## src/rtl/imem_fetch_ctrl_pkg.sv

```systemverilog
// Shared types and constants for the instruction fetch controller.
package imem_ctrl_pkg;

  localparam int          INSTR_W = 32;
  localparam logic [31:0] PC_INC  = 32'd4;

  typedef enum logic [1:0] {
    BOOT    = 2'd0,
    RUN     = 2'd1,
    HALTING = 2'd2,
    HALTED  = 2'd3
  } fetch_state_e;

  typedef struct packed {
    logic [31:0]        pc;
    logic [INSTR_W-1:0] instr;
  } fetch_entry_t;

endpackage

```

## src/rtl/imem_fetch_ctrl_fifo.sv

```systemverilog
// Instruction buffer between the memory response port and the F stage.
// The head entry is read straight from the storage flops.
module fetch_fifo
  import imem_ctrl_pkg::*;
#(
  parameter int DEPTH = 4,
  parameter int CNT_W = $clog2(DEPTH + 1)
) (
  input  logic             clk,
  input  logic             rst_n,
  input  logic             push,
  input  logic             pop,
  input  logic             flush,
  input  fetch_entry_t     wdata,
  output fetch_entry_t     head,
  output logic [CNT_W-1:0] count,
  output logic             empty
);

  localparam int               PTR_W   = $clog2(DEPTH);
  localparam logic [CNT_W-1:0] DEPTH_C = CNT_W'(DEPTH);

  fetch_entry_t     mem_q [DEPTH];
  fetch_entry_t     mem_d [DEPTH];
  logic [PTR_W-1:0] wr_ptr_q, wr_ptr_d;
  logic [PTR_W-1:0] rd_ptr_q, rd_ptr_d;
  logic [CNT_W-1:0] count_q, count_d;
  logic             do_push, do_pop;

  always_comb begin
    do_pop   = pop && (count_q != '0);
    do_push  = push && (count_q != DEPTH_C);
    mem_d    = mem_q;
    wr_ptr_d = wr_ptr_q;
    rd_ptr_d = rd_ptr_q;
    count_d  = count_q;
    if (flush) begin
      wr_ptr_d = '0;
      rd_ptr_d = '0;
      count_d  = '0;
    end else begin
      if (do_push) begin
        mem_d[wr_ptr_q] = wdata;
        wr_ptr_d        = wr_ptr_q + PTR_W'(1);
      end
      if (do_pop) rd_ptr_d = rd_ptr_q + PTR_W'(1);
      count_d = count_q + CNT_W'(do_push) - CNT_W'(do_pop);
    end
  end

  always_ff @(posedge clk or negedge rst_n) begin
    if (!rst_n) begin
      for (int i = 0; i < DEPTH; i++) mem_q[i] <= '0;
      wr_ptr_q <= '0;
      rd_ptr_q <= '0;
      count_q  <= '0;
    end else begin
      mem_q    <= mem_d;
      wr_ptr_q <= wr_ptr_d;
      rd_ptr_q <= rd_ptr_d;
      count_q  <= count_d;
    end
  end

  assign head  = mem_q[rd_ptr_q];
  assign count = count_q;
  assign empty = (count_q == '0);

endmodule

```

## src/rtl/imem_fetch_ctrl.sv

```systemverilog
// Fetch sequencer: issues sequential word requests, tracks outstanding
// responses, discards stale ones after a redirect, and buffers instructions.
//   state   | meaning
//   BOOT    | first cycle after reset, no requests
//   RUN     | issuing sequential fetches
//   HALTING | no new requests, waiting for in-flight responses
//   HALTED  | idle until a redirect restarts fetch
module imem_fetch_ctrl
  import imem_ctrl_pkg::*;
#(
  parameter int          MEM_AW   = 6,
  parameter int          DEPTH    = 4,
  parameter int          MAX_OUT  = 3,
  parameter logic [31:0] RESET_PC = 32'h0000_0000
) (
  input  logic              clk,
  input  logic              reset,
  input  logic              stall_f,
  input  logic              redirect,
  input  logic [31:0]       redirect_pc,
  input  logic              halt_req,
  output logic              instr_valid,
  output logic [31:0]       instr,
  output logic [31:0]       instr_pc,
  output logic              halted,
  output logic              mem_req,
  output logic [MEM_AW-1:0] mem_addr,
  input  logic              mem_ready,
  input  logic              mem_rvalid,
  input  logic [31:0]       mem_rdata
);

  localparam int               CNT_W     = $clog2(DEPTH + 1);
  localparam logic [CNT_W-1:0] MAX_OUT_C = CNT_W'(MAX_OUT);
  localparam logic [CNT_W:0]   DEPTH_C   = (CNT_W + 1)'(DEPTH);

  fetch_state_e     state_q, state_d;
  logic [31:0]      fetch_pc_q, fetch_pc_d;
  logic [31:0]      resp_pc_q, resp_pc_d;
  logic [CNT_W-1:0] inflight_q, inflight_d;
  logic [CNT_W-1:0] drop_cnt_q, drop_cnt_d;

  logic [CNT_W-1:0] fifo_count;
  logic             fifo_empty, fifo_push, fifo_pop;
  fetch_entry_t     fifo_head, fifo_wdata;
  logic [CNT_W:0]   credit;
  logic             issue;
  logic [31:0]      target_pc;
  logic             unused_pc_lsb;

  assign unused_pc_lsb = ^redirect_pc[1:0];

  always_comb begin
    // Credit counts every live (non-discarded) response against FIFO space.
    credit    = {1'b0, inflight_q - drop_cnt_q} + {1'b0, fifo_count};
    mem_req   = (state_q == RUN) && !redirect && (inflight_q < MAX_OUT_C) && (credit < DEPTH_C);
    issue     = mem_req && mem_ready;
    target_pc = {redirect_pc[31:2], 2'b00};

    fetch_pc_d = fetch_pc_q;
    resp_pc_d  = resp_pc_q;
    drop_cnt_d = drop_cnt_q;
    inflight_d = inflight_q + CNT_W'(issue) - CNT_W'(mem_rvalid);
    fifo_push  = 1'b0;
    fifo_pop   = 1'b0;
    fifo_wdata = '{pc: resp_pc_q, instr: mem_rdata};

    if (redirect) begin
      fetch_pc_d = target_pc;
      resp_pc_d  = target_pc;
      drop_cnt_d = inflight_q - CNT_W'(mem_rvalid);
    end else begin
      fifo_pop = !fifo_empty && !stall_f;
      if (issue) fetch_pc_d = fetch_pc_q + PC_INC;
      if (mem_rvalid) begin
        if (drop_cnt_q != '0) begin
          drop_cnt_d = drop_cnt_q - CNT_W'(1);
        end else begin
          fifo_push = 1'b1;
          resp_pc_d = resp_pc_q + PC_INC;
        end
      end
    end

    state_d = state_q;
    case (state_q)
      BOOT:    state_d = RUN;
      RUN:     if (halt_req && !redirect) state_d = HALTING;
      // Leave as soon as the last response lands so halted follows it directly.
      HALTING: if (!redirect && inflight_d == '0) state_d = HALTED;
      HALTED:  if (redirect) state_d = RUN;
      default: state_d = BOOT;
    endcase
  end

  always_ff @(posedge clk or negedge reset) begin
    if (!reset) begin
      state_q    <= BOOT;
      fetch_pc_q <= RESET_PC;
      resp_pc_q  <= RESET_PC;
      inflight_q <= '0;
      drop_cnt_q <= '0;
    end else begin
      state_q    <= state_d;
      fetch_pc_q <= fetch_pc_d;
      resp_pc_q  <= resp_pc_d;
      inflight_q <= inflight_d;
      drop_cnt_q <= drop_cnt_d;
    end
  end

  fetch_fifo #(
    .DEPTH (DEPTH),
    .CNT_W (CNT_W)
  ) u_fifo (
    .clk   (clk),
    .rst_n (reset),
    .push  (fifo_push),
    .pop   (fifo_pop),
    .flush (redirect),
    .wdata (fifo_wdata),
    .head  (fifo_head),
    .count (fifo_count),
    .empty (fifo_empty)
  );

  assign instr_valid = !fifo_empty;
  assign instr       = fifo_head.instr;
  assign instr_pc    = fifo_head.pc;
  assign halted      = (state_q == HALTED);
  assign mem_addr    = fetch_pc_q[MEM_AW+1:2];

endmodule

```

## config.mk

```make
export PLATFORM = sky130hd
export DESIGN_NAME = imem_fetch_ctrl
export DESIGN_NICKNAME = d
export VERILOG_FILES = /design/src/rtl/imem_fetch_ctrl_pkg.sv /design/src/rtl/imem_fetch_ctrl_fifo.sv /design/src/rtl/imem_fetch_ctrl.sv
export SDC_FILE = /design/constraint.sdc
export NUM_CORES = 1
export LEC_CHECK = 0
export CORE_ASPECT_RATIO = 0.6
export CORE_MARGIN = 5
export CORE_UTILIZATION = 40
export DETAILED_ROUTE_END_ITERATION = 10
export GPL_ROUTABILITY_DRIVEN = 0
export PLACE_DENSITY_LB_ADDON = 0.1
export SLEW_MARGIN = 25
export SYNTH_ARGS = -nofsm -noshare
export SYNTH_HDL_FRONTEND = slang
export SYNTH_SLANG_ARGS = --single-unit
```

## constraint.sdc

```tcl
create_clock -name clk -period 11.7 [get_ports clk]
set_clock_uncertainty 0.1 [all_clocks]
set_input_delay 2.925 -clock clk [delete_from_list [all_inputs] [get_ports clk]]
set_output_delay 2.925 -clock clk [all_outputs]
set_load 0.02 [all_outputs]
```

==> flow_metrics.tcl <==
set metrics [dict create \
    status "finished clean" \
    hpwl_mm 20.2 \
    worst_slew_pin_slew_ps 923 \
    cts-resized-gates 0 \
    die_height_um 155 \
    seqPwrFrac 0.385 \
    rows 53 \
    core_um2 34800 \
    drtIter0Drc 398 \
    num_vias 8477 \
    ys_seq_area_frac 0.534 \
    slew-limit-headroom 0.385 \
    vias_per_cell 5.38 \
    final_layout_size_suffix_gt1_frac 0.354 \
    setup-violations-final 0 \
    critPathLaunchType "primary input" \
    min_path_type "reg -> reg" \
    yosys_warnings 0 \
    switching_share 0.307 \
    cts_buffers 30 \
    crit_arrival_ps 4900 \
    ctsHoldBuffers 0 \
    dp.cells 1518 \
    crit_path_end_kind "output pin" \
    ys.flop_type "dfrtp_1" \
    finalSetupTns_ps 0 \
    grt_antenna_before_repair 2 \
    rsz0062_at_grt "false" \
    fin_crit_ps 7930 \
    synthesis.area_um2 14000 \
    finalCritPeriodShare 0.678 \
    post-cts-setup-buffers 0 \
    power_switching_mw 1.10 \
    grt_first_pass_wirelength_mm 52.8 \
    grt_usage 0.169 \
    drv_cap 0 \
    ioPinCount 144 \
    hold_viol_final 0 \
    worstPathMaxFanout 41 \
    overflow 0 \
    h-tree-depth 1 \
    ant_nets 0 \
    leakage_nw 7.42 \
    power_mw 3.58 \
    syn2layout_area_growth_pct 20.5 \
    cts_tree "built" \
    comb_power_share 0.325 \
    clock_sinks 299 \
    path_clk_slew_ps 60 \
    power_density_nw_per_um2 212 \
    layout_common_cells "dfrtp_1, mux2_2, clkdlybuf4s50_1" \
    drc 0 \
    dieWidth_um 252 \
    synthCells 980 \
    firstDrtPassIters 4 \
    synth_edf_count 0 \
    final_common_cell "dfrtp_1" \
    peakVddDrop_uv 127 \
    clk_path_buf_depth 3 \
    final_nets 1179 \
    cp.required_ps 8680 \
    clkPwrFrac 0.290 \
    synthArstFlopShare 1.00 \
    slew_viol_final 0 \
    pre_cts_slack_ps 3760 \
    grt_pass1_vias 8848 \
    totalWireLength_mm 32.8 \
    hold_slack_ps 400 \
    yosysUniqueCellTypes 53 \
    wl_per_cell_um 20.8 \
    synth-seq-cells 299 \
    dpl_cell_area_um2 15800 \
    root_buffer "clkbuf_16" \
    port_buffers 139 \
    final_area_um2 16900 \
    fin_ws_ps 3770 \
    max_freq_mhz 126 \
    clk_latency_ps 560 \
    grt_max_degree 89 \
    final_util 0.485 \
    syn_avg_cell_area_um2 14.3 \
    start_util 0.402 \
    crit_type "in -> out" \
    die_area_um2 39000 \
    fillerInstances 3048 \
    internal_power_mw 2.48 \
    fin_cells 1577 \
]
critical path, cell delays in order:
cell,delay (ps)
clkdlybuf4s50_1,390
buf_4,260
nor4b_1,400
and3_1,280
clkdlybuf4s50_1,630
Yosys cell counts, drive strengths merged, types with 13 or more instances:
master  count  share of area
a31oi      18         0.0080
buf        46          0.019
clkbuf     33         0.0091
dfrtp     299           0.53
ha         21          0.019
inv        29         0.0078
mux2      250           0.20
mux4       62           0.10
nand2      23         0.0062
nand3      20         0.0071
nor2       25         0.0067
o21ai      13         0.0046
o31ai      13         0.0070
or4        16         0.0088
final timing paths:
kind | from | to | slack (ps) | cells past startpoint
setup / recovery | redirect | mem_req | 3770 | 5
hold / removal | u_fifo.mem_q[44]$_DFFE_PN0P_ | u_fifo.mem_q[44]$_DFFE_PN0P_ | 400 | 1
max in group asynchronous | reset | u_fifo.mem_q[199]$_DFFE_PN0P_ | 7880 | 2
hold reg to reg | u_fifo.mem_q[44]$_DFFE_PN0P_ | u_fifo.mem_q[44]$_DFFE_PN0P_ | 400 | 1
min in group asynchronous | reset | u_fifo.mem_q[104]$_DFFE_PN0P_ | 2280 | 1
setup reg to reg | inflight_q[0]$_DFF_PN0_ | state_q[0]$_DFFE_PN0P_ | 7240 | 17
registers in the layout, indices dropped and copies added (netlist names):
signal,flops
u_fifo.mem_q,248
resp_pc_q,30
u_fifo.wr_ptr_q,2
u_fifo.rd_ptr_q,2
drop_cnt_q,3
state_q,2
inflight_q,3
fetch_pc_q,6
u_fifo.count,3
per-layer routing:
layer / global-route usage / vias to the layer above / wire length (um)
met5: 0 / - / 0
met4: 0.0309 / 0 / 535
met1: 0.255 / 4473 / 16200
met3: 0.0329 / 35 / 1320
li1: - / 3839 / -
met2: 0.259 / 130 / 14700
kinds of logic after synthesis:
| logic type | synth area share |
|---|---|
| other | 0.000268 |
| and+or+nand+nor | 0.0581 |
| adders and majority gates | 0.0230 |
| muxes | 0.305 |
| xor gates and xnor gates | 0.0100 |
| DFF | 0.534 |
| buffers and inverters | 0.0355 |
| AOI/OAI and AO/OA | 0.0339 |
power by group through the flow:
stage / clock network (mW) / logic, mW / registers (mW)
after CTS: 1.07 / 1.18 / 1.38
after detailed placement: 0 / 1.18 / 1.40
after global placement: 0 / 1.17 / 1.40
after floorplan: 0 / 0.763 / 1.32
after global routing: 1.11 / 1.26 / 1.41
final: 1.04 / 1.16 / 1.38
layout make-up:
| class | count | area (um2) | area share |
|---|---|---|---|
| Multi-Input combinational cell | 574 | 6040 | 0.358 |
| Inverter | 29 | 109 | 0.00645 |
| Clock inverter | 17 | 195 | 0.0116 |
| Sequential cell | 299 | 7490 | 0.444 |
| Tap cell | 467 | 584 | 0.0346 |
| Antenna cell | 2 | 5.00 | 0.000297 |
| Clock buffer | 39 | 876 | 0.0519 |
| Timing Repair Buffer | 150 | 1570 | 0.0932 |
No activity file was read; power rests on OpenSTA's default activity.
